File: config.mk
export PLATFORM = sky130hd
export DESIGN_NAME = ddr4_rx_lane_aligner
export DESIGN_NICKNAME = d
export VERILOG_FILES = /design/src/rtl/ddr4_rx_lane_aligner.sv
export SDC_FILE = /design/constraint.sdc
export NUM_CORES = 1
export LEC_CHECK = 0
export ABC_AREA = 1
export CAP_MARGIN = 30
export CORE_ASPECT_RATIO = 1.2
export CORE_MARGIN = 4
export CORE_UTILIZATION = 55
export CTS_BUF_LIST = sky130_fd_sc_hd__clkbuf_2
export DETAILED_ROUTE_END_ITERATION = 8
export GPL_ROUTABILITY_DRIVEN = 0
export PLACE_DENSITY = 0.79
export SYNTH_ARGS = -nofsm -noshare
export SYNTH_HDL_FRONTEND = slang
export SYNTH_SLANG_ARGS = --single-unit
File: constraint.sdc
create_clock -name FAB_CLK -period 2.4 [get_ports FAB_CLK]
set_input_delay 0.36 -clock FAB_CLK [delete_from_list [all_inputs] [get_ports FAB_CLK]]
set_output_delay 0.36 -clock FAB_CLK [all_outputs]
set_load 0.05 [all_outputs]
File: src/rtl/ddr4_rx_lane_aligner.sv
// DDR4 receive lane aligner: trains word alignment with IOD bit-slip against an
// MPR pattern, measures read latency, then qualifies read words with a valid strobe.
module ddr4_rx_lane_aligner #(
    parameter logic [7:0] TRAIN_PATTERN = 8'h3C,
    parameter int         MATCH_COUNT   = 4,
    parameter int         SLIP_WAIT     = 4,
    parameter int         RL_MAX        = 15
) (
    input  logic       FAB_CLK,
    input  logic       ARST_N,
    input  logic [7:0] RX_DATA,
    input  logic       TRAIN_START,
    input  logic       RD_ISSUE,
    output logic       RX_BIT_SLIP,
    output logic [7:0] RD_DATA,
    output logic       RD_VALID,
    output logic [3:0] RD_LATENCY,
    output logic       TRAIN_DONE,
    output logic       TRAIN_FAIL,
    output logic       BUSY
);

    typedef enum logic [2:0] {
        ST_IDLE      = 3'd0,
        ST_ALIGN     = 3'd1,
        ST_SLIP      = 3'd2,
        ST_SETTLE    = 3'd3,
        ST_LAT_ARM   = 3'd4,
        ST_LAT_COUNT = 3'd5,
        ST_DONE      = 3'd6,
        ST_FAIL      = 3'd7
    } state_t;

    localparam logic [3:0] MATCH_TGT  = 4'(MATCH_COUNT);
    localparam logic [3:0] WAIT_LAST  = 4'(SLIP_WAIT - 1);
    localparam logic [3:0] LAT_LAST   = 4'(RL_MAX);
    localparam logic [2:0] SLIP_LIMIT = 3'd7;

    state_t              state_q, state_d;
    logic [2:0]          slip_cnt_q, slip_cnt_d;
    logic [3:0]          match_cnt_q, match_cnt_d;
    logic [3:0]          wait_cnt_q, wait_cnt_d;
    logic [3:0]          lat_cnt_q, lat_cnt_d;
    logic [3:0]          rd_latency_q, rd_latency_d;
    logic                train_done_q, train_done_d;
    logic                train_fail_q, train_fail_d;
    logic                busy_q, busy_d;
    logic                rx_bit_slip_q, rx_bit_slip_d;
    logic [7:0]          rd_data_q, rd_data_d;
    logic                rd_valid_q, rd_valid_d;
    logic [RL_MAX-1:0]   vpipe_q, vpipe_d;

    logic                pat_hit_s;
    logic [3:0]          match_inc_s;
    logic                restart_s;
    logic                tap_s;

    assign pat_hit_s   = (RX_DATA == TRAIN_PATTERN);
    assign match_inc_s = match_cnt_q + 4'd1;

    // Training FSM next-state and training result registers
    always_comb begin
        state_d       = state_q;
        slip_cnt_d    = slip_cnt_q;
        match_cnt_d   = match_cnt_q;
        wait_cnt_d    = wait_cnt_q;
        lat_cnt_d     = lat_cnt_q;
        rd_latency_d  = rd_latency_q;
        train_done_d  = train_done_q;
        train_fail_d  = train_fail_q;
        rx_bit_slip_d = 1'b0;
        restart_s     = 1'b0;

        case (state_q)
            ST_IDLE, ST_DONE, ST_FAIL: begin
                if (TRAIN_START) begin
                    restart_s    = 1'b1;
                    train_done_d = 1'b0;
                    train_fail_d = 1'b0;
                    slip_cnt_d   = 3'd0;
                    match_cnt_d  = 4'd0;
                    state_d      = ST_ALIGN;
                end else begin
                    state_d = state_q;
                end
            end
            ST_ALIGN: begin
                if (pat_hit_s) begin
                    match_cnt_d = match_inc_s;
                    if (match_inc_s == MATCH_TGT) begin
                        state_d = ST_LAT_ARM;
                    end else begin
                        state_d = ST_ALIGN;
                    end
                end else begin
                    match_cnt_d = 4'd0;
                    // Seven slips have covered every other rotation of the word
                    if (slip_cnt_q == SLIP_LIMIT) begin
                        train_fail_d = 1'b1;
                        state_d      = ST_FAIL;
                    end else begin
                        rx_bit_slip_d = 1'b1;
                        state_d       = ST_SLIP;
                    end
                end
            end
            ST_SLIP: begin
                slip_cnt_d = slip_cnt_q + 3'd1;
                wait_cnt_d = 4'd0;
                state_d    = ST_SETTLE;
            end
            ST_SETTLE: begin
                if (wait_cnt_q == WAIT_LAST) begin
                    state_d = ST_ALIGN;
                end else begin
                    wait_cnt_d = wait_cnt_q + 4'd1;
                end
            end
            ST_LAT_ARM: begin
                if (RD_ISSUE) begin
                    lat_cnt_d = 4'd1;
                    state_d   = ST_LAT_COUNT;
                end else begin
                    state_d = ST_LAT_ARM;
                end
            end
            ST_LAT_COUNT: begin
                if (pat_hit_s) begin
                    rd_latency_d = lat_cnt_q;
                    train_done_d = 1'b1;
                    state_d      = ST_DONE;
                end else if (lat_cnt_q == LAT_LAST) begin
                    train_fail_d = 1'b1;
                    state_d      = ST_FAIL;
                end else begin
                    lat_cnt_d = lat_cnt_q + 4'd1;
                end
            end
            default: begin
                state_d = ST_IDLE;
            end
        endcase
    end

    // BUSY follows the state being entered so the output is registered
    always_comb begin
        busy_d = 1'b0;
        case (state_d)
            ST_ALIGN, ST_SLIP, ST_SETTLE, ST_LAT_ARM, ST_LAT_COUNT: busy_d = 1'b1;
            default:                                                 busy_d = 1'b0;
        endcase
    end

    // Read valid pipe, tapped at the trained latency
    always_comb begin
        tap_s = 1'b0;
        for (int i = 0; i < RL_MAX; i++) begin
            tap_s = tap_s | (vpipe_q[i] & (rd_latency_q == 4'(i + 1)));
        end

        if (restart_s) begin
            vpipe_d = {RL_MAX{1'b0}};
        end else if (train_done_q) begin
            vpipe_d = {vpipe_q[RL_MAX-2:0], RD_ISSUE};
        end else begin
            vpipe_d = vpipe_q;
        end

        if (train_done_q) begin
            rd_data_d = RX_DATA;
        end else begin
            rd_data_d = rd_data_q;
        end

        // A restart drops anything still in flight, including this cycle's tap
        rd_valid_d = train_done_q & ~restart_s & tap_s;
    end

    // State, counters and registered outputs
    always_ff @(posedge FAB_CLK or negedge ARST_N) begin
        if (!ARST_N) begin
            state_q       <= ST_IDLE;
            slip_cnt_q    <= 3'd0;
            match_cnt_q   <= 4'd0;
            wait_cnt_q    <= 4'd0;
            lat_cnt_q     <= 4'd0;
            rd_latency_q  <= 4'd0;
            train_done_q  <= 1'b0;
            train_fail_q  <= 1'b0;
            busy_q        <= 1'b0;
            rx_bit_slip_q <= 1'b0;
            rd_data_q     <= 8'd0;
            rd_valid_q    <= 1'b0;
            vpipe_q       <= {RL_MAX{1'b0}};
        end else begin
            state_q       <= state_d;
            slip_cnt_q    <= slip_cnt_d;
            match_cnt_q   <= match_cnt_d;
            wait_cnt_q    <= wait_cnt_d;
            lat_cnt_q     <= lat_cnt_d;
            rd_latency_q  <= rd_latency_d;
            train_done_q  <= train_done_d;
            train_fail_q  <= train_fail_d;
            busy_q        <= busy_d;
            rx_bit_slip_q <= rx_bit_slip_d;
            rd_data_q     <= rd_data_d;
            rd_valid_q    <= rd_valid_d;
            vpipe_q       <= vpipe_d;
        end
    end

    assign RX_BIT_SLIP = rx_bit_slip_q;
    assign RD_DATA     = rd_data_q;
    assign RD_VALID    = rd_valid_q;
    assign RD_LATENCY  = rd_latency_q;
    assign TRAIN_DONE  = train_done_q;
    assign TRAIN_FAIL  = train_fail_q;
    assign BUSY        = busy_q;

endmodule

==> impl_metrics.toml <==
[global_route]
grt.overflow.total = 0
grt_max_degree = 51
grt_pass1_wl_mm = 8.52
grt_util_all_layers_pct = 18.6
antenna_found_initial = 0
grt_pass1_vias = 1993

[timing]
final-max-slew-violation-count = 0
fin_skew_ns = 0.00607
finalSetupTns_ns = 0
fmax_mhz = 446
fin_crit_sh_pct = 93.4
fin_crit_ns = 2.24
holdWs_ns = -0.0164
finalHoldViolCount = 7
worst_pin_slew_ns = 0.608
slew-limit-headroom_pct = 59.5
setup_ws_ns = 0.158
rsz0062_at_grt = "false"
setup_violations = 0

[floorplan]
die_w_um = 69.3
initial_core_util_pct = 57.7
pin_count = 29
core_area_mm2 = 0.00429
placement_rows = 26
dieArea_mm2 = 0.00564
fp.dieH_um = 81.5

[layout]
syn2layout_area_growth_pct = 14.4
final_area_mm2 = 0.00283
drive_gt1_share_pct = 8.64
nNetsFinal = 342
num_antenna_cells = 0

[cts]
cts_tree = "built"
htree_levels = 2
numCtsBuffers = 5
clk_path_buf_depth = 2
cts_setup_buffers = 0
cts.clk_slew.worst_paths_ns = 0.22
clock_sinks = 50
clk_latency_ns = 0.41
hold_buffers = 0
ctsResizeCount = 0
cts-root-buf = "clkbuf_2"

[drt]
ant_nets = 0
post-route-drc-count = 0
drt_wl_total_mm = 4.73
vias = 1987
dr.pass1.iters = 4
routedWlPerCell_um = 12.5
drt-vias-per-instance = 5.23
drt_iter0_markers = 118

[yosys]
ys_ff_latch = 50
synthArstFlopShare_pct = 100
syn_nets = 311
yosys_warnings = 0
yosys.area.top_type = "dfrtp_1"
synthCells = 293
syn_area_mm2 = 0.00248
yosysUniqueCellTypes = 30
synth_ff_type = "dfrtp_1"
yosysTopAreaCellShare_pct = 50.5
synth-edff-count = 0
synth-seq-area-share_pct = 50.5
avgSynthCellArea_um2 = 8.45
yosys-top-cells-area = "dfrtp_1 51%, nand2_1 10%, inv_1 6.7%"

[critical_path]
arrival_ns = 1.88
r2r-start = "state_q[2]"
crit_path_end_kind = "primary output"
worst-r2r-setup-slack_ns = 0.82
max_stage_delay_ns = 0.87
worst-path-buf-inv = 1
critPathTopFamily = "buffers and inverters"
crit_slowest_cell = "clkdlybuf4s50_1"
worstPathCellList = "clkdlybuf4s50_1"
endpoint = "TRAIN_DONE"
crit_start = "TRAIN_DONE"
worstReg2RegEnd = "vpipe_q[12]"
r2r_cells = 6
cp_max_fo = 9
cp.depth = 1
critPathLaunchType = "flip-flop"
crit_type = "reg2out"
worst_ep_required_time_ns = 2.04

[worst_hold_path]
hold_path_class = "in2async"

[place]
place_area_mm2 = 0.00280
dpl_worst_slack_ns = 0.547
port_buffers = 28
hpwl_mm = 3.56

[power]
p_leak_uw = 0.00133
ir_worst_vdd_v = 0.000829
powerDensity_mw_per_mm2 = 1010
power.share.combinational_pct = 47.5
clockPowerShare_pct = 10.9
p_sw_uw = 1320
power.internal_uw = 1540
p_total_uw = 2860
netSwitchingFraction_pct = 46.1
seqPwrFrac_pct = 41.6

[outcome]
status = "complete, but fails checks"
violations = "hold timing"

[job]
maxCapViolations = 0
-- stage by stage --
step	util, %	hold WS, ns	cells
6_report	66.0	-0.0164	380
3_5_place_dp	65.2	0.457	373
3_3_place_gp	65.2	0.452	373
2_1_floorplan	-	0.0644	293
5_1_grt	66.0	0.00305	380
4_1_cts	66.0	0.00338	380
-- state kept, by name (all words and copies together), names as in the netlist, 3 cells and up --
signal	cells
vpipe_q	15
RD_DATA	8
RD_LATENCY	4
lat_cnt_q	4
match_cnt_q	4
wait_cnt_q	4
slip_cnt_q	3
state_q	3
-- cell usage after synthesis, types with 2 or more instances --
cell type,instances
a21oi_1,8
a22o_1,2
clkbuf_1,2
dfrtp_1,50
ha_1,6
inv_1,44
inv_2,4
nand2_1,68
nand2_2,6
nand3_1,20
nand4_1,4
nor2_1,17
nor2_4,4
nor3_1,3
o21ai_0,25
o21bai_1,2
o22ai_1,15
-- power by group through the flow --
stage	Combinational [uW]	Clock, uW	Sequential (uW)
after floorplan	721	0	1480
after global placement	1340	0	1200
after detailed placement	1360	0	1210
after CTS	1370	325	1190
after global routing	1500	361	1220
final	1360	311	1190
-- how the worst min path moves through the flow --
stage / startpoint / endpoint / slack [ns]
finish: ARST_N / RD_DATA[6] / -0.02
global route: ARST_N / RD_DATA[3] / 0.003
CTS: ARST_N / RD_DATA[6] / 0.003
detailed placement: RD_DATA[5] / RD_DATA[5] / 0.46
global placement: RD_DATA[3] / RD_DATA[3] / 0.45
floorplan: ARST_N / BUSY / 0.06
-- placed cells by master, fill, tap and decap left out, types with 5 or more instances in the layout --
| cell | synthesis | layout |
|---|---|---|
| a21oi_1 | 8 | 8 |
| clkbuf_2 | 0 | 5 |
| clkdlybuf4s50_1 | 0 | 27 |
| dfrtp_1 | 50 | 50 |
| ha_1 | 6 | 6 |
| inv_1 | 44 | 44 |
| nand2_1 | 68 | 68 |
| nand2_2 | 6 | 6 |
| nand3_1 | 20 | 20 |
| nor2_1 | 17 | 17 |
| o21ai_0 | 25 | 25 |
| o22ai_1 | 15 | 15 |
-- metal layers --
layer  vias to the layer above  GRT usage (%)  share of wire, %
met1                       931           21.1                44
li1                       1017              -                 -
met2                        32           34.4                51
met4                         0           6.84               1.3
met3                         7           4.41               3.4
met5                         -              0                 0
-- layout make-up --
| class | instances | area (um^2) |
|---|---|---|
| Fill cell | 373 | 1460 |
| Sequential cell | 50 | 1250 |
| Multi-Input combinational cell | 190 | 1010 |
| Timing Repair Buffer | 29 | 283 |
| Inverter | 48 | 180 |
| Tap cell | 56 | 70.1 |
| Clock buffer | 5 | 25.0 |
| Clock inverter | 2 | 10.0 |
-- kinds of logic after synthesis --
kind of cell / Yosys count / share of synthesized area (%)
fa+ha+maj: 6 / 3.03
xor+xnor: 1 / 0.354
flops: 50 / 50.5
buf+inv: 53 / 8.54
compound gates: 58 / 14.0
simple gates: 125 / 23.5
Note: power is estimated with default switching activity, not from simulation.
